$ cat config.mk
export PLATFORM = sky130hd
export DESIGN_NAME = uart_rx_flat
export DESIGN_NICKNAME = d
export VERILOG_FILES = /design/src/rtl/uart_rx_if.sv /design/src/rtl/uart_rx.sv /design/src/flat_wrapper.sv
export SDC_FILE = /design/constraint.sdc
export NUM_CORES = 1
export LEC_CHECK = 0
export BUFFER_PORTS_ARGS = -buffer_cell sky130_fd_sc_hd__buf_2
export CORE_UTILIZATION = 47
export DETAILED_ROUTE_END_ITERATION = 10
export GPL_ROUTABILITY_DRIVEN = 0
export PLACE_DENSITY = 0.77
export SLEW_MARGIN = 40
export SYNTH_ARGS = -nofsm -noshare
export SYNTH_HDL_FRONTEND = slang
export SYNTH_SLANG_ARGS = --single-unit
$ cat constraint.sdc
create_clock -name CLK -period 1.32 [get_ports CLK]
set_input_delay 0.132 -clock CLK [delete_from_list [all_inputs] [get_ports CLK]]
set_output_delay 0.132 -clock CLK [all_outputs]
set_load 0.01 [all_outputs]
$ cat src/rtl/uart_rx_if.sv
// rtl/uart_rx_if.sv - serial line, frame options and receive results of uart_rx
interface uart_rx_if #(
  parameter int DATA_WIDTH = 8
);
  logic                  RX_IN;
  logic                  PAR_EN;
  logic                  PAR_TYP;
  logic [DATA_WIDTH-1:0] P_DATA;
  logic                  data_valid;
  logic                  par_err;
  logic                  stp_err;
  logic                  busy;

  modport master (
    output RX_IN, PAR_EN, PAR_TYP,
    input  P_DATA, data_valid, par_err, stp_err, busy
  );

  modport slave (
    input  RX_IN, PAR_EN, PAR_TYP,
    output P_DATA, data_valid, par_err, stp_err, busy
  );
endinterface

$ cat src/rtl/uart_rx.sv
// rtl/uart_rx.sv - oversampling UART receiver: 2-flop sync, bit timing, frame FSM
// Define UART_RX_MAJORITY_VOTE_EN to decide each bit by 3-sample majority
module uart_rx #(
  parameter int DATA_WIDTH = 8,
  parameter int PRESCALE   = 8
) (
  input logic      CLK,
  input logic      RST,
  uart_rx_if.slave bus
);
  localparam int M  = PRESCALE / 2;
  localparam int EW = $clog2(PRESCALE);
  localparam int BW = (DATA_WIDTH > 1) ? $clog2(DATA_WIDTH) : 1;
  localparam logic [EW-1:0] EDGE_LAST = EW'(PRESCALE - 1);
  localparam logic [EW-1:0] EDGE_DEC  = EW'(M + 1);
  localparam logic [EW-1:0] EDGE_MID  = EW'(M);
  localparam logic [BW-1:0] BIT_LAST  = BW'(DATA_WIDTH - 1);

  typedef enum logic [2:0] {IDLE, START, DATA, PARITY, STOP} state_t;

  state_t                r_state;
  logic                  r_sync1;
  logic                  r_rx_s;
  logic [EW-1:0]         r_edge_cnt;
  logic [BW-1:0]         r_bit_cnt;
  logic [DATA_WIDTH-1:0] r_shift;
  logic [DATA_WIDTH-1:0] r_p_data;
  logic                  r_par_en;
  logic                  r_par_typ;
  logic                  r_par_err_int;
  logic                  r_samp_mid;
  logic                  r_data_valid;
  logic                  r_par_err;
  logic                  r_stp_err;
  logic                  r_busy;
  logic                  w_bit;
  logic                  w_wrap;
  logic                  w_decide;

  assign w_wrap   = (r_edge_cnt == EDGE_LAST);
  assign w_decide = (r_edge_cnt == EDGE_DEC);

`ifdef UART_RX_MAJORITY_VOTE_EN
  logic r_samp_early;

  always_ff @(posedge CLK) begin
    if (RST) begin
      r_samp_early <= 1'b1;
      r_samp_mid   <= 1'b1;
    end else begin
      if (r_edge_cnt == EW'(M - 1)) r_samp_early <= r_rx_s;
      if (r_edge_cnt == EDGE_MID)   r_samp_mid   <= r_rx_s;
    end
  end

  // Third vote is the live sample at the decision edge itself
  assign w_bit = (r_samp_early & r_samp_mid) | (r_samp_early & r_rx_s) | (r_samp_mid & r_rx_s);
`else
  always_ff @(posedge CLK) begin
    if (RST) begin
      r_samp_mid <= 1'b1;
    end else if (r_edge_cnt == EDGE_MID) begin
      r_samp_mid <= r_rx_s;
    end
  end

  assign w_bit = r_samp_mid;
`endif

  always_ff @(posedge CLK) begin
    if (RST) begin
      r_state       <= IDLE;
      r_sync1       <= 1'b1;
      r_rx_s        <= 1'b1;
      r_edge_cnt    <= '0;
      r_bit_cnt     <= '0;
      r_shift       <= '0;
      r_p_data      <= '0;
      r_par_en      <= 1'b0;
      r_par_typ     <= 1'b0;
      r_par_err_int <= 1'b0;
      r_data_valid  <= 1'b0;
      r_par_err     <= 1'b0;
      r_stp_err     <= 1'b0;
      r_busy        <= 1'b0;
    end else begin
      r_sync1      <= bus.RX_IN;
      r_rx_s       <= r_sync1;
      r_data_valid <= 1'b0;
      r_par_err    <= 1'b0;
      r_stp_err    <= 1'b0;
      r_edge_cnt   <= w_wrap ? '0 : r_edge_cnt + 1'b1;
      case (r_state)
        IDLE: begin
          r_edge_cnt <= '0;
          r_bit_cnt  <= '0;
          if (!r_rx_s) begin
            r_state       <= START;
            r_busy        <= 1'b1;
            r_edge_cnt    <= EW'(1);
            r_par_en      <= bus.PAR_EN;
            r_par_typ     <= bus.PAR_TYP;
            r_par_err_int <= 1'b0;
          end
        end
        START: begin
          if (w_decide && w_bit) begin
            r_state <= IDLE;
            r_busy  <= 1'b0;
          end else if (w_wrap) begin
            r_state <= DATA;
          end
        end
        DATA: begin
          if (w_decide) r_shift <= {w_bit, r_shift[DATA_WIDTH-1:1]};
          if (w_wrap) begin
            if (r_bit_cnt == BIT_LAST) begin
              r_bit_cnt <= '0;
              r_state   <= r_par_en ? PARITY : STOP;
            end else begin
              r_bit_cnt <= r_bit_cnt + 1'b1;
            end
          end
        end
        PARITY: begin
          if (w_decide) r_par_err_int <= (w_bit != ((^r_shift) ^ r_par_typ));
          if (w_wrap) r_state <= STOP;
        end
        STOP: begin
          // Leave mid-stop-bit so the next start edge is caught without delay
          if (w_decide) begin
            r_state    <= IDLE;
            r_busy     <= 1'b0;
            r_edge_cnt <= '0;
            r_stp_err  <= ~w_bit;
            r_par_err  <= r_par_err_int;
            if (w_bit && !r_par_err_int) begin
              r_data_valid <= 1'b1;
              r_p_data     <= r_shift;
            end
          end
        end
        default: begin
          r_state <= IDLE;
          r_busy  <= 1'b0;
        end
      endcase
    end
  end

  assign bus.P_DATA     = r_p_data;
  assign bus.data_valid = r_data_valid;
  assign bus.par_err    = r_par_err;
  assign bus.stp_err    = r_stp_err;
  assign bus.busy       = r_busy;
endmodule

$ cat src/flat_wrapper.sv
// flat-port wrapper written by rule: the top's interface ports become plain ports
module uart_rx_flat 
#(
  parameter int DATA_WIDTH = 8,
  parameter int PRESCALE   = 8
)
  (CLK, RST, bus_RX_IN, bus_PAR_EN, bus_PAR_TYP, bus_P_DATA, bus_data_valid, bus_par_err, bus_stp_err, bus_busy);
  uart_rx_if #(.DATA_WIDTH(DATA_WIDTH)) bus_i ();
  input logic CLK;
  input logic RST;
  input wire logic [$bits(bus_i.RX_IN)-1:0] bus_RX_IN;
  input wire logic [$bits(bus_i.PAR_EN)-1:0] bus_PAR_EN;
  input wire logic [$bits(bus_i.PAR_TYP)-1:0] bus_PAR_TYP;
  output wire logic [$bits(bus_i.P_DATA)-1:0] bus_P_DATA;
  output wire logic [$bits(bus_i.data_valid)-1:0] bus_data_valid;
  output wire logic [$bits(bus_i.par_err)-1:0] bus_par_err;
  output wire logic [$bits(bus_i.stp_err)-1:0] bus_stp_err;
  output wire logic [$bits(bus_i.busy)-1:0] bus_busy;
  assign bus_i.RX_IN = bus_RX_IN;
  assign bus_i.PAR_EN = bus_PAR_EN;
  assign bus_i.PAR_TYP = bus_PAR_TYP;
  assign bus_P_DATA = bus_i.P_DATA;
  assign bus_data_valid = bus_i.data_valid;
  assign bus_par_err = bus_i.par_err;
  assign bus_stp_err = bus_i.stp_err;
  assign bus_busy = bus_i.busy;
  uart_rx #(.DATA_WIDTH(DATA_WIDTH), .PRESCALE(PRESCALE)) u_core (.CLK(CLK), .RST(RST), .bus(bus_i));
endmodule
# Word level (Yosys, flattened, before mapping)

Index checks and enable logic that the tools add are counted.

Flip-flop bits (word level): 35
Word-level logic and storage cells: 80

Equality and inequality tests: 17
Reductions and logical operators: 16
Mux-type cells: 24
Bitwise operators: 6
$add $sub $neg: 2

Operator list:

| kind                                                | number |
|---|---|
| 2-to-1 mux 3 bit                                    | 12 |
| equality test 3 bit, second input constant          | 5 |
| case mux 3 bit (5 select lines)                     | 1 |
| != test 2 x 1 -> 1 bit, second input constant       | 6 |
| case mux 3 bit (2 select lines)                     | 2 |
| parity 8 bit                                        | 1 |
| 2-to-1 mux 1 bit                                    | 7 |
| adder 3 x 1 -> 3 bit, second input constant         | 2 |
| equality test 3 x 2 -> 1 bit, second input constant | 2 |
| AND reduction 2 bit                                 | 3 |
| AND reduction 3 bit                                 | 2 |
| AND reduction 6 bit                                 | 1 |
| inverter 1 bit                                      | 5 |
| case mux 1 bit (4 select lines)                     | 1 |
| AND reduction 4 bit                                 | 1 |
| nonzero test 2 bit                                  | 2 |
| equality test 3 x 1 -> 1 bit, second input constant | 1 |
| logical NOT 3 bit                                   | 1 |
| != test 3 x 1 -> 1 bit, second input constant       | 1 |
| OR reduction 3 bit                                  | 1 |
| logical AND 1 bit                                   | 2 |
| != test 2 bit, second input constant                | 1 |
| case mux 1 bit (2 select lines)                     | 1 |
| OR reduction 2 bit                                  | 1 |
| 3 further kinds                                     | 3 |

# Logic depth before layout (Yosys ltp)

Depth in word-level cells: 5
Gate-level depth with buffers: 7

# Worst setup path before layout

Ideal clock, no wire load.

Path type: reg-to-reg
Start: register u_core.r_edge_cnt[1]
End: register u_core.r_state[0]
Clock period less this slack: 1383 ps
Setup time: 126 ps
Slack: -63 ps
Data arrival time: 1257 ps
Stages on the path, launching flop included: 7
Path through: dfxtp_1 inv_1 ha_1 and3_4 nor4_2 a21oi_1 mux2i_1

Longest elaborated chain between the ends: 4
Elaborated cells between the ends (all ways): 10

Ends and longest elaborated chain:

| element                                                                          | RTL line       | source |
|---|---|---|
| from (decl)                                                                      | uart_rx.sv:24  | `logic [EW-1:0] r_edge_cnt;` |
| from (signal assigned)                                                           | uart_rx.sv:92  | `r_edge_cnt <= w_wrap ? '0 : r_edge_cnt + 1'b1;` |
| equality test 3 bit                                                              | uart_rx.sv:41  | `assign w_decide = (r_edge_cnt == EDGE_DEC);` |
| logical AND 1 bit                                                                | uart_rx.sv:107 | `if (w_decide && w_bit) begin` |
| != test 3 x 1 -> 1 bit (no line) or 2-to-1 mux 3 bit (tied branches)             | -              |  |
| AND reduction 6 bit (no line) or case mux 3 bit (5 select lines) (tied branches) | -              |  |
| to (signal assigned)                                                             | uart_rx.sv:119 | `r_state <= r_par_en ? PARITY : STOP;` |
| to (decl)                                                                        | uart_rx.sv:21  | `state_t r_state;` |

Parallel ways exist; a longest one is shown, timed or not.
A chain may end at the register's enable or synchronous reset.

# Worst setup path after layout

Start: register u_core.r_edge_cnt[1]
End: register u_core.r_p_data[4], in the netlist u_core.bus.P_DATA[4]

Longest elaborated chain between the ends: 2

Ends and longest elaborated chain:

| element                       | RTL line       | source |
|---|---|---|
| equality test 3 bit           | uart_rx.sv:41  |  |
| AND reduction 3 bit (no line) | -              |  |
| to (signal assigned)          | uart_rx.sv:139 | `r_p_data <= r_shift;` |
| to (decl)                     | uart_rx.sv:27  | `logic [DATA_WIDTH-1:0] r_p_data;` |

Every way passes these cells.

==> run_results.csv <==
group,metric,value,unit
timing,finalSetupTns,-0.7633,ns
power,clkPwrFrac,0.302,
setup_path,arrival,1.65,ns
logic_synthesis,synth-xor-area-share,0.04758,
timing,rsz0062_at_grt,"true",
final_layout,fin_nets,223,
final_layout,synthToLayoutAreaGrowth,33.07,%
min_path,hold_path_class,"primary input to register",
routing,wire_per_inst,14.80,um
global_routing,grt-ovfl-total,0,
placement,postPlaceCellArea,1819,um^2
clock_tree,clockRootBuffer,"clkbuf_4",
clock_tree,numCtsBuffers,5,
clock_tree,cts.sinks,35,
final_layout,fin_area,2100,um^2
setup_path,cp-end-kind,"register",
logic_synthesis,netlist_top_cells_count,"dfxtp_1 (35), nand2_1 (21), a21oi_1 (17), nor2_1 (13), o21ai_1 (13)",
routing,vias,1390,
logic_synthesis,synth_top_area_share,0.4441,
logic_synthesis,synth-seq-cells,35,
global_routing,antenna_found_initial,0,
routing,drc,0,
logic_synthesis,synth-async-reset-ratio,0,
final_layout,drive_gt1_frac,0.3821,
timing,tightest_slew,0.3080,ns
timing,skew,0.01528,ns
placement,dp.final_hpwl,2.511,mm
timing,slew_violations,0,
setup_path,path_class,"register to register",
routing,wl,3.789,mm
clock_tree,cts.reportedPaths.clkPinSlew,0.11,ns
placement,portBuffers,16,
logic_synthesis,yosysMostFrequentCell,"dfxtp_1",
floorplan,core,3128,um^2
logic_synthesis,synth_top_family_by_area,"simple AND/OR/NAND/NOR gates",
timing,fin_ws,-0.08127,ns
power,vdd_drop_max,0.5729,mV
global_routing,track_usage,0.2459,
global_routing,first_global_vias,1429,
timing,setup_viol,14,
run_status,status,"complete, but fails checks",
setup_path,crit_required,1.57,ns
logic_synthesis,synth_edf_count,0,
clock_tree,clockBufferDepth,2,
timing,finalCritPeriodShare,1.062,
setup_path,crit_fanout,8,
final_layout,finalNonFillerCells,256,
floorplan,num_rows,20,
logic_synthesis,yosys.area_share.simple,0.2324,
placement,place_inst,245,
floorplan,die_area,3593,um^2
timing,post-route-min-period,1.401,ns
floorplan,die_x,59.94,um
logic_synthesis,synth_ff_type,"dfxtp_1",
run_status,violations,"setup timing",
logic_synthesis,seq_area_frac_synth,0.4441,
logic_synthesis,synth_adder_area_share,0.05551,
power,swShare,0.3040,
power,internal-power,1.779,mW
placement,place_ws,-0.1529,ns
routing,ant_nets,0,
logic_synthesis,yosysWarnings,0,
timing,slew_headroom,0.7931,
setup_path,critPathLaunchType,"register",
final_layout,antenna_cells,0,
floorplan,fp.dieH,59.94,um
run,drv_cap,0,
logic_synthesis,synth.net_count,188,
power,sequentialPowerShare,0.449,
logic_synthesis,synth_mux_area_frac,0.06344,
clock_tree,clock_latency,0.34,ns
logic_synthesis,ys_types,34,
floorplan,ios,17,
logic_synthesis,syn_area,1578,um^2
power,p_switching,0.7773,mW
setup_path,r2r_slack,-0.08,ns
routing,vias_per_cell,5.430,
logic_synthesis,synth_area_leader_cell,"dfxtp_1",
power,p_total,2.557,mW
power,leakage,0.8490,nW
power,p_per_area,1218,nW/um^2
power,comb_power_share,0.249,
global_routing,grt_max_degree,20,
logic_synthesis,synth_compound_area_frac,0.1237,
timing,hold_violations,0,
routing,firstDrtPassIters,4,
logic_synthesis,postSynthAreaPerCell,8.965,um^2
logic_synthesis,syn_inst,176,
floorplan,start_util,0.5044,
clock_tree,htree_levels,2,
clock_tree,cts_tree,"built",
routing,drt_iter0_markers,89,
global_routing,grt_pass1_wl,6.417,mm
timing,max_freq,713.6,MHz
logic_synthesis,synth_area_leaders,"dfxtp_1 (44%), mux2i_1 (6.3%), ha_1 (5.6%)",
-- repair_timing --
| item | CTS | global route |
|---|---|---|
| endpoints found under the setup margin | 26 | 27 |
| hold buffers | 1 | 0 |
| pin swaps | 10 | 12 |
| endpoints found under the hold margin | 1 | 0 |
| resized for setup | 25 | 15 |
| setup buffers | 2 | 0 |
-- metal layers --
layer  wire length [um]  global-route usage  vias to the layer above
li1                   -                   -                      676
met1               1598              0.2726                      664
met2               1921              0.4286                       32
met3                106             0.06494                       18
met4                161              0.1262                        0
met5                  0                   0                        -
-- flip-flops by register name (all words and copies together) (netlist names), 3 cells and up --
signal and flops:
u_core.r_shift 8, u_core.bus.P_DATA 8, u_core.r_state 3, u_core.r_bit_cnt 3
u_core.r_edge_cnt 3
-- through the flow --
step | util | hold slack (ns)
finish | 0.6712 | 0.05776
floorplan | - | 0.2358
global placement | 0.5816 | 0.3132
CTS | 0.6536 | 0.04994
detailed placement | 0.5816 | 0.3169
global route | 0.6712 | 0.05693
-- path summary, 6_finish.rpt --
check,startpoint,endpoint,cells after the start
min,bus_PAR_TYP,u_core.r_par_typ,3
max,u_core.r_edge_cnt[1],u_core.bus.P_DATA[4],6
max reg2reg,u_core.r_edge_cnt[1],u_core.bus.P_DATA[4],6
min reg2reg,u_core.r_sync1,u_core.r_rx_s,1
-- worst max-delay path, stage by stage (launching register included) --
cell and delay, ns:
dfxtp_2 0.36, inv_2 0.08, ha_4 0.15, and3_4 0.23, nand4_4 0.20, mux2i_1 0.23, nor2_1 0.05
-- power by group through the flow --
stage,logic (mW),clock network [mW],registers (mW)
final,0.637,0.773,1.15
after global routing,0.693,0.846,1.15
after CTS,0.581,0.787,1.14
after detailed placement,0.528,0,1.15
after global placement,0.493,0,1.15
after floorplan,0.339,0,1.16
-- layout make-up --
class	count	area [um^2]
tap	44	55.05
timing repair buffer	36	240.2
clock buffer	5	37.54
fill	241	1028
sequential	35	713.2
inverter	5	18.77
multi-input combinational	128	991.0
clock inverter	3	43.79
-- cells by family (layout without fill, tap and decap cells) --
logic type	Yosys count	after routing
adders and majority gates	7	7
AOI/OAI and AO/OA	36	36
xor gates and xnor gates	7	7
muxes	10	10
and+or+nand+nor	68	68
DFF	35	35
buffers and inverters	13	49
-- layout by cell type, fill, tap and decap left out, types with 2 or more instances in the layout --
master	Yosys	final
a21oi_2	0	3
a21oi_1	17	14
inv_1	5	4
dfxtp_2	0	7
ha_4	0	6
and3_4	1	3
or2_2	2	2
dfxtp_1	35	27
nor2b_1	3	3
nand2b_1	5	4
nand2_1	21	21
o21ai_1	13	9
buf_6	0	2
o21ai_2	0	3
buf_4	0	17
clkbuf_4	0	5
xnor2_1	6	6
buf_2	3	16
nand3_1	8	7
nor2_1	13	13
mux2i_1	10	10
Note: power is estimated with default switching activity, not from simulation.
